### src/rtl/piso_reg.sv
// piso_reg: parallel-in serial-out serializer feeding SIPO_reg, one bit per wr_en_o strobe.
// Latency: first strobe in the cycle after acceptance; word period INPUT_BW+1 cycles at GAP_CYCLES=0.
// Backpressure: ready_o low while a word is in flight (load_i ignored); ready again in DONE/IDLE.
//
// Optional feature macro: PISO_PARITY_EN -- appends one even-parity strobe after the data bits.
//
// Ports:
//   clk_i          clock, all logic on the rising edge
//   reset_i        synchronous active-high reset, aborts any word in flight
//   din_bus_i      parallel word, sampled only on the acceptance edge
//   load_i         word valid, accepted when load_i && ready_o
//   ready_o        high when a new word can be accepted
//   serial_data_o  current serial bit (to SIPO_reg serial_data_i)
//   wr_en_o        one-cycle bit strobe (to SIPO_reg wr_en_i)
//   done_o         one-cycle pulse after the last strobe of a word
module piso_reg #(
    parameter int INPUT_BW   = 8,
    parameter int GAP_CYCLES = 0,
    parameter int LSB_FIRST  = 0
) (
    input  logic                clk_i,
    input  logic                reset_i,
    input  logic [INPUT_BW-1:0] din_bus_i,
    input  logic                load_i,
    output logic                ready_o,
    output logic                serial_data_o,
    output logic                wr_en_o,
    output logic                done_o
);

    localparam int CNT_W = $clog2(INPUT_BW + 1);
    localparam logic [CNT_W-1:0] LAST_BIT = CNT_W'(INPUT_BW);
    localparam logic [7:0] GAP_LAST = (GAP_CYCLES > 0) ? 8'(GAP_CYCLES - 1) : 8'd0;

    // State names the cycle being presented on the outputs:
    // SHIFT = a data strobe is on the wire, GAP = idle between strobes.
    localparam logic [2:0] IDLE   = 3'd0;
    localparam logic [2:0] SHIFT  = 3'd1;
    localparam logic [2:0] GAP    = 3'd2;
`ifdef PISO_PARITY_EN
    localparam logic [2:0] PARITY = 3'd3;
`endif
    localparam logic [2:0] DONE   = 3'd4;

    logic [2:0]          state, state_nxt;
    logic [INPUT_BW-1:0] shreg, shreg_nxt;
    logic [CNT_W-1:0]    bit_cnt, bit_cnt_nxt;
    logic [7:0]          gap_cnt, gap_cnt_nxt;
    logic                ready_nxt, serial_nxt, wr_en_nxt, done_nxt;
`ifdef PISO_PARITY_EN
    logic                parity, parity_nxt;
`endif

    logic                accept;
    logic                head_bit, next_bit;
    logic [INPUT_BW-1:0] din_rest, shreg_rest;

    assign accept = load_i && ready_o;

    // The bit about to go out always sits at the transmit end of the register;
    // the first bit is taken straight from din_bus_i so it can strobe next cycle.
    always_comb begin
        if (LSB_FIRST != 0) begin
            head_bit   = din_bus_i[0];
            din_rest   = din_bus_i >> 1;
            next_bit   = shreg[0];
            shreg_rest = shreg >> 1;
        end else begin
            head_bit   = din_bus_i[INPUT_BW-1];
            din_rest   = din_bus_i << 1;
            next_bit   = shreg[INPUT_BW-1];
            shreg_rest = shreg << 1;
        end
    end

    always_comb begin
        state_nxt   = state;
        shreg_nxt   = shreg;
        bit_cnt_nxt = bit_cnt;
        gap_cnt_nxt = gap_cnt;
        serial_nxt  = serial_data_o;
        wr_en_nxt   = 1'b0;
        done_nxt    = 1'b0;
        ready_nxt   = 1'b0;
`ifdef PISO_PARITY_EN
        parity_nxt  = parity;
`endif
        case (state)
            IDLE, DONE: begin
                if (accept) begin
                    state_nxt   = SHIFT;
                    shreg_nxt   = din_rest;
                    serial_nxt  = head_bit;
                    wr_en_nxt   = 1'b1;
                    bit_cnt_nxt = CNT_W'(1);
`ifdef PISO_PARITY_EN
                    parity_nxt  = ^din_bus_i;
`endif
                end else begin
                    state_nxt   = IDLE;
                    ready_nxt   = 1'b1;
                    serial_nxt  = 1'b0;
                end
            end
            SHIFT: begin
                if (bit_cnt != LAST_BIT) begin
                    if (GAP_CYCLES > 0) begin
                        state_nxt   = GAP;
                        gap_cnt_nxt = 8'd0;
                    end else begin
                        serial_nxt  = next_bit;
                        shreg_nxt   = shreg_rest;
                        bit_cnt_nxt = bit_cnt + CNT_W'(1);
                        wr_en_nxt   = 1'b1;
                    end
                end else begin
`ifdef PISO_PARITY_EN
                    // The parity strobe is spaced like any other bit.
                    if (GAP_CYCLES > 0) begin
                        state_nxt   = GAP;
                        gap_cnt_nxt = 8'd0;
                    end else begin
                        state_nxt   = PARITY;
                        serial_nxt  = parity;
                        wr_en_nxt   = 1'b1;
                    end
`else
                    state_nxt   = DONE;
                    done_nxt    = 1'b1;
                    ready_nxt   = 1'b1;
                    serial_nxt  = 1'b0;
                    bit_cnt_nxt = '0;
`endif
                end
            end
            GAP: begin
                // serial_data_o holds the previous bit through the gap.
                if (gap_cnt == GAP_LAST) begin
                    gap_cnt_nxt = 8'd0;
                    if (bit_cnt != LAST_BIT) begin
                        state_nxt   = SHIFT;
                        serial_nxt  = next_bit;
                        shreg_nxt   = shreg_rest;
                        bit_cnt_nxt = bit_cnt + CNT_W'(1);
                        wr_en_nxt   = 1'b1;
                    end else begin
`ifdef PISO_PARITY_EN
                        state_nxt   = PARITY;
                        serial_nxt  = parity;
                        wr_en_nxt   = 1'b1;
`else
                        state_nxt   = DONE;
                        done_nxt    = 1'b1;
                        ready_nxt   = 1'b1;
                        serial_nxt  = 1'b0;
                        bit_cnt_nxt = '0;
`endif
                    end
                end else begin
                    gap_cnt_nxt = gap_cnt + 8'd1;
                end
            end
`ifdef PISO_PARITY_EN
            PARITY: begin
                state_nxt   = DONE;
                done_nxt    = 1'b1;
                ready_nxt   = 1'b1;
                serial_nxt  = 1'b0;
                bit_cnt_nxt = '0;
            end
`endif
            default: begin
                state_nxt   = IDLE;
                ready_nxt   = 1'b1;
                serial_nxt  = 1'b0;
                bit_cnt_nxt = '0;
                gap_cnt_nxt = 8'd0;
            end
        endcase
    end

    always_ff @(posedge clk_i) begin
        if (reset_i) begin
            state         <= IDLE;
            shreg         <= '0;
            bit_cnt       <= '0;
            gap_cnt       <= 8'd0;
            ready_o       <= 1'b1;
            serial_data_o <= 1'b0;
            wr_en_o       <= 1'b0;
            done_o        <= 1'b0;
`ifdef PISO_PARITY_EN
            parity        <= 1'b0;
`endif
        end else begin
            state         <= state_nxt;
            shreg         <= shreg_nxt;
            bit_cnt       <= bit_cnt_nxt;
            gap_cnt       <= gap_cnt_nxt;
            ready_o       <= ready_nxt;
            serial_data_o <= serial_nxt;
            wr_en_o       <= wr_en_nxt;
            done_o        <= done_nxt;
`ifdef PISO_PARITY_EN
            parity        <= parity_nxt;
`endif
        end
    end

endmodule

### config.mk
export PLATFORM = sky130hd
export DESIGN_NAME = piso_reg
export DESIGN_NICKNAME = d
export VERILOG_FILES = /design/src/rtl/piso_reg.sv
export SDC_FILE = /design/constraint.sdc
export NUM_CORES = 1
export LEC_CHECK = 0
export ABC_AREA = 0
export CAP_MARGIN = 20
export CORE_MARGIN = 2
export CORE_UTILIZATION = 45
export DETAILED_ROUTE_END_ITERATION = 12
export HOLD_SLACK_MARGIN = 0.12
export MAX_ROUTING_LAYER = met4
export PLACE_DENSITY = 0.71
export RECOVER_POWER = 50
export SLEW_MARGIN = 0
export SYNTH_ARGS = -nofsm -noshare
export SYNTH_HDL_FRONTEND = slang
export SYNTH_SLANG_ARGS = --single-unit
### constraint.sdc
create_clock -name clk_i -period 2.05 [get_ports clk_i]
set_clock_uncertainty 0.15 [all_clocks]
set_input_delay 0.41 -clock clk_i [delete_from_list [all_inputs] [get_ports clk_i]]
set_output_delay 0.41 -clock clk_i [all_outputs]
set_load 0.02 [all_outputs]
==> results of run 1 <==
[worst min-delay path, delay by kind of cell, from the launching register on]
kind	cells	cell delay [ps]
DFF	1	350
AOI/OAI and AO/OA	2	140
[cell usage in the layout (no fill, tap or decap), types with 2 or more instances in the layout]
cell and count:
sky130_fd_sc_hd__nand2b_1 2, sky130_fd_sc_hd__ha_1 2, sky130_fd_sc_hd__dlygate4sd3_1 3, sky130_fd_sc_hd__dfxtp_1 17
sky130_fd_sc_hd__buf_4 3, sky130_fd_sc_hd__nand2_1 2, sky130_fd_sc_hd__nor2b_1 3, sky130_fd_sc_hd__a211oi_1 13
sky130_fd_sc_hd__a21oi_1 5, sky130_fd_sc_hd__inv_1 4, sky130_fd_sc_hd__mux2i_1 6, sky130_fd_sc_hd__clkbuf_4 3
sky130_fd_sc_hd__nand3_1 2, sky130_fd_sc_hd__clkdlybuf4s50_1 11, sky130_fd_sc_hd__nor3_1 2
[metal layers]
metal	vias to the layer above	global-route usage [%]	wire length, um
met3	4	2.400	60
met5	-	-	0
li1	320	-	-
met4	0	10.00	27
met1	309	24.69	754
met2	18	32.00	813
[cells by family after synthesis]
logic type | after synthesis | share of synthesized area [%]
compound gates | 24 | 21.80
simple gates | 19 | 15.25
flops | 17 | 44.59
buf+inv | 10 | 7.211
mux | 6 | 7.869
fa+ha+maj | 2 | 3.278
[flip-flops by register name, indices dropped and copies added (netlist names)]
| name | count |
|---|---|
| shreg | 7 |
| done_o | 1 |
| wr_en_o | 1 |
| bit_cnt | 4 |
| serial_data_o | 1 |
| ready_o | 1 |
| state | 2 |
[cell usage after synthesis, types with 2 or more instances]
cell type                  instances  area share, %
sky130_fd_sc_hd__mux2i_1           6            7.9
sky130_fd_sc_hd__nor3_1            2            1.3
sky130_fd_sc_hd__nor2b_1           3            2.5
sky130_fd_sc_hd__dfxtp_1          17             45
sky130_fd_sc_hd__nand2b_1          2            1.6
sky130_fd_sc_hd__buf_6             2            3.0
sky130_fd_sc_hd__a21oi_1           5            3.3
sky130_fd_sc_hd__nand3_1           2            1.3
sky130_fd_sc_hd__ha_1              2            3.3
sky130_fd_sc_hd__nand2_1           2           0.98
sky130_fd_sc_hd__a211oi_1         13             13
sky130_fd_sc_hd__inv_1             4            2.0
sky130_fd_sc_hd__buf_2             2            1.3
[power groups by stage]
stage	Clock (uW)	Sequential [uW]	Combinational [uW]
2_1_floorplan	0	387	95.1
3_3_place_gp	0	384	142
3_5_place_dp	0	385	147
4_1_cts	179	378	148
5_1_grt	196	382	164
6_report	181	379	146
[through the flow]
stage	power, uW	hold WS, ps
3_5_place_dp	532.0	348.1
4_1_cts	705.1	367.7
6_report	705.7	368.9
2_1_floorplan	482.2	312.6
3_3_place_gp	526.2	339.6
5_1_grt	742.3	412.4
[cell type report]
| cell class | count | area (um2) |
|---|---|---|
| fillers | 147 | 609.3 |
| multi-input cells | 51 | 367.9 |
| flip-flops and latches | 17 | 340.3 |
| repair buffers | 17 | 162.7 |
| clock buffers | 4 | 26.28 |
| well taps | 16 | 20.02 |
| inverters | 4 | 15.01 |
[final timing paths]
| kind | startpoint | to | slack, ps | depth (start not counted) |
|---|---|---|---|---|
| setup / recovery | wr_en_o | wr_en_o | 230 | 1 |
| hold / removal | bit_cnt[2] | bit_cnt[2] | 370 | 2 |
| setup reg to reg | bit_cnt[0] | shreg[7] | 300 | 6 |
| hold reg to reg | bit_cnt[2] | bit_cnt[2] | 370 | 2 |
==> run summary, run 1 <==
wire length per cell = 15.19 um
Die ar. = 2042 um2
number of standard cells in the final layout excluding fillers = 109
first-pass GRT wire length = 2863 um
worst-path maximum fanout = 1
largest net degree at the start of global routing = 18
via count = 651
final count of pins violating max slew = 0
Placement Rows = 14
Power Dens Cells = 757.1 nW/um2
layout net count = 107
mapped cell area = 763.2 um2
switching portion of total power = 28.13%
combinational group share of total power = 20.7%
starting utilization of the core area = 49.51%
Final min period = 1821 ps
cell at the root of the clock tree = sky130_fd_sc_hd__clkbuf_4
first-pass iteration count of the detailed router = 4
HPWL reported at the end of detailed placement = 1112 um
maximum ir drop on the vdd rail = 0.3571 mV
RSZ-0062 raised after global routing = false
maximum achievable frequency = 0.5491 GHz
number of hold buffers added after CTS = 0
share of flip-flops with an asynchronous set or reset after synthesis = 0%
Final WS setup = 228.9 ps
relative area change from synthesis to final layout = 22.13%
initial antenna violation count = 0
clock tree from TritonCTS = yes
share of post-route cells with drive strength above 1 = 7.527%
EDFF count, synth = 0
ANT nets after route = 0
Final TNS setup = 0 ps
Resize count post-CTS = 0
worst slack at placement = 210.2 ps
routed via count divided by cell count = 5.972
via count of the first global-routing pass = 661
TritonCTS Sinks = 17
cell-by-cell listing of the critical path = dlygate4sd3_1
leakage power = 0.0003711 uW
Remaining Overflow, GRT = 0
TritonCTS Buffers = 3
net count of the mapped netlist = 91
number of I/O port buffers = 14
actual slew at the worst max-slew pin = 629.7 ps
post-route clock period utilization = 88.83%
min-delay worst type = reg2reg
placeable core area = 1541 um2
relative slew slack = 57.88%
post-synthesis instance total = 78
type of element launching the critical path = flip-flop
type of the setup path with the least slack = reg2out
Util after Layout = 60.47%
number of ports placed on the die boundary = 15
RD Place Congestion = 0.7994
count of different cell masters after synthesis = 29
Clock transition at path regs = 100 ps
cell area after placement = 905.9 um2
maximum level of the CTS H-tree = 1
cell with the largest stage delay on the worst path = sky130_fd_sc_hd__dlygate4sd3_1
clock latency at the later pin of the worst-skew pair = 290 ps
cell total after placement = 105
main flop type after synthesis = sky130_fd_sc_hd__dfxtp_1
count of inserted antenna diode cells = 0
final-report setup violation count = 0
syn avg cell area = 9.785 um2
status = finished, final reports clean
portion of total power attributed to the clock network = 25.7%
buffer levels on the longest clock path = 2
worst stage delay on the critical path = 660 ps
final standard cell area without fillers = 932.1 um2
overall fraction of global-route tracks in use = 20.00%
count of yosys warnings during synthesis = 0
vertical extent of the die = 45.19 um
cell type group with the largest total delay on the critical path = buffers and inverters
max-cap viol count = 0
kind of end point of the critical path = output pin
part of the total power dissipated in sequential elements = 53.6%
arrival time of data at the critical path endpoint = 1260 ps
overall die width = 45.19 um
switching power summed over all nets = 198.5 uW
required time of the critical path = 1490 ps
number of remaining DRC errors = 0
buffering stage count on the worst path with inverters included = 1
post-synthesis sequential area ratio = 44.59%
drt first-iter violations = 11
Pint = 507.2 uW
detailed-route wire length = 1656 um
number of register bits inferred by synthesis = 17
buffer count from post-CTS setup fixing = 0
final hold violation count = 0
(Power assumes the default switching activity.)
==> inputs of run 2 (changes only) <==
--- a/config.mk
+++ b/config.mk
@@ -8,13 +8,12 @@
 export ABC_AREA = 0
 export CAP_MARGIN = 20
 export CORE_MARGIN = 2
-export CORE_UTILIZATION = 45
+export CORE_UTILIZATION = 48
 export DETAILED_ROUTE_END_ITERATION = 12
 export HOLD_SLACK_MARGIN = 0.12
 export MAX_ROUTING_LAYER = met4
-export PLACE_DENSITY = 0.71
+export PLACE_DENSITY = 0.74
 export RECOVER_POWER = 50
-export SLEW_MARGIN = 0
 export SYNTH_ARGS = -nofsm -noshare
 export SYNTH_HDL_FRONTEND = slang
 export SYNTH_SLANG_ARGS = --single-unit
==> run 2 against run 1 <==
Sequential cell count did not move. Largest power group unchanged. Non-clock buffer count fell by 1. Critical path type is now reg2reg. Combinational power about the same. Sequential share of layout area shrank 0.24 points. Cell count down 0.92%. Core utilization up 1.8 points. Clock-buffer cell count shrank 1. Register-to-register slack got worse by 110 ps. Clock power is essentially flat.
==> run summary, run 2 (synthesized netlist as in run 1, its figures left out) <==
worst hold-check slack = 358.5 ps
count of inserted antenna diode cells = 0
part of the total power dissipated in sequential elements = 53.4%
HPWL reported at the end of detailed placement = 1027 um
largest registers in the final layout = shreg x7, bit_cnt x4, state x2
combinational group share of total power = 21.1%
largest net degree at the start of global routing = 18
final count of pins violating max slew = 0
Die ar. = 1925 um2
actual slew at the worst max-slew pin = 600.2 ps
Tot Pwr = 707.0 uW
register ranked first by flip-flop count = shreg
detailed-route wire length = 1500 um
maximum achievable frequency = 0.5384 GHz
RD Place Congestion = 0.7958
overall die width = 43.88 um
leakage power = 0.0003758 uW
buffer count from post-CTS setup fixing = 0
Clock transition at path regs = 110 ps
Resize count post-CTS = 0
Hold Path End = serial_data_o
maximum level of the CTS H-tree = 1
kind of end point of the critical path = flip-flop
worst-path maximum fanout = 14
r2r endpoint = shreg[3]
first-pass GRT wire length = 2539 um
number of standard cells in the final layout excluding fillers = 108
required time of the critical path = 2110 ps
Remaining Overflow, GRT = 0
TritonCTS Sinks = 17
relative area change from synthesis to final layout = 22.95%
type of the setup path with the least slack = reg2reg
maximum ir drop on the vdd rail = 0.4374 mV
Pint = 508.1 uW
most frequent cells in the layout = 17 x sky130_fd_sc_hd__dfxtp_1, 13 x sky130_fd_sc_hd__a211oi_1, 10 x sky130_fd_sc_hd__clkdlybuf4s50_1, 6 x sky130_fd_sc_hd__mux2i_1, 5 x sky130_fd_sc_hd__a21oi_1
cell at the root of the clock tree = sky130_fd_sc_hd__clkbuf_4
placeable core area = 1506 um2
source of the worst register-to-register timing path = bit_cnt[0]
type of element launching the critical path = flip-flop
Final min period = 1857 ps
worst slack at placement = 184.2 ps
Final TNS setup = 0 ps
buffer levels on the longest clock path = 2
final-report setup violation count = 0
number of ports placed on the die boundary = 15
Power Dens Cells = 753.4 nW/um2
flip-flop count of the largest register, all copies and words added = 7
critical hold path startpoint = state[2]
number of I/O port buffers = 14
post-route clock period utilization = 90.60%
via count = 624
Hold Crit Depth = 1
layout net count = 106
arrival time of data at the critical path endpoint = 1910 ps
clock tree from TritonCTS = yes
RSZ-0062 raised after global routing = false
routed via count divided by cell count = 5.778
worst reg2reg path depth = 5
TritonCTS Buffers = 3
Final WS setup = 192.7 ps
overall fraction of global-route tracks in use = 18.30%
most common cell after layout, fill and taps aside = sky130_fd_sc_hd__dfxtp_1
min-delay worst type = reg2reg
relative slew slack = 59.86%
ANT nets after route = 0
drt first-iter violations = 8
wire length per cell = 13.89 um
number of hold buffers added after CTS = 0
max-cap viol count = 0
initial antenna violation count = 0
portion of total power attributed to the clock network = 25.5%
vertical extent of the die = 43.88 um
R2R Setup Slk = 190 ps
switching power summed over all nets = 198.9 uW
final hold violation count = 0
share of post-route cells with drive strength above 1 = 7.609%
status = finished, final reports clean
via count of the first global-routing pass = 594
starting utilization of the core area = 50.66%
first-pass iteration count of the detailed router = 4
Placement Rows = 14
switching portion of total power = 28.14%
clock latency at the later pin of the worst-skew pair = 290 ps
number of remaining DRC errors = 0
cell total after placement = 104
-- run 2: cell types whose count changed in the layout (fill, tap and decap cells not counted) --
| cell | change |
|---|---|
| sky130_fd_sc_hd__buf_12 | +1 |
| sky130_fd_sc_hd__buf_4 | -2 |
| sky130_fd_sc_hd__clkbuf_1 | -1 |
| sky130_fd_sc_hd__clkdlybuf4s50_1 | -1 |
| sky130_fd_sc_hd__clkinv_2 | +1 |
| sky130_fd_sc_hd__dlygate4sd3_1 | +1 |
-- run 2: power by group through the flow --
stage | clock, uW | combinational, uW | sequential (uW)
floorplan | 0 | 95.1 | 387
global placement | 0 | 147 | 384
detailed placement | 0 | 149 | 385
CTS | 183 | 150 | 378
global route | 197 | 163 | 383
finish | 180 | 149 | 378
-- run 2: final cells by class --
type                       instances  area, um2
clock inverter                     1      5.005
multi-input combinational         51      367.9
sequential                        17      340.3
fill                             129      568.0
clock buffer                       3      22.52
timing repair buffer              16      167.7
inverter                           4      15.01
tap                               16      20.02
-- run 2: worst max-delay path, stage by stage, from the launching register on --
cell and delay (ps):
sky130_fd_sc_hd__dfxtp_1 350, sky130_fd_sc_hd__inv_1 80, sky130_fd_sc_hd__ha_1 150, sky130_fd_sc_hd__nand3b_1 390
sky130_fd_sc_hd__a21o_1 420, sky130_fd_sc_hd__a211oi_1 240
-- run 2: routing by layer --
layer | part of all wire, % | track usage (%) | vias to the layer above
met5 | 0 | - | -
met4 | 0 | 5.455 | 0
met3 | 4.9 | 3.750 | 0
met2 | 46 | 26.47 | 21
met1 | 49 | 25.65 | 283
li1 | - | - | 320
-- run 2: through the flow --
step / util [%] / cell area, um2
final: 62.29 / 938.4
after global routing: 62.29 / 938.4
after CTS: 62.29 / 938.4
after detailed placement: 60.47 / 910.9
after global placement: 60.47 / 910.9
after floorplan: - / 763.2
-- run 2: worst max-delay path by stage --
stage	startpoint	to	slack [ps]	cells after the start
after floorplan	bit_cnt[0]	shreg[4]	630	6
after global placement	load_i	shreg[2]	200	5
after detailed placement	load_i	shreg[5]	180	4
after CTS	ready_o	ready_o	210	1
after global routing	bit_cnt[0]	shreg[2]	20	5
final	bit_cnt[0]	shreg[3]	190	5
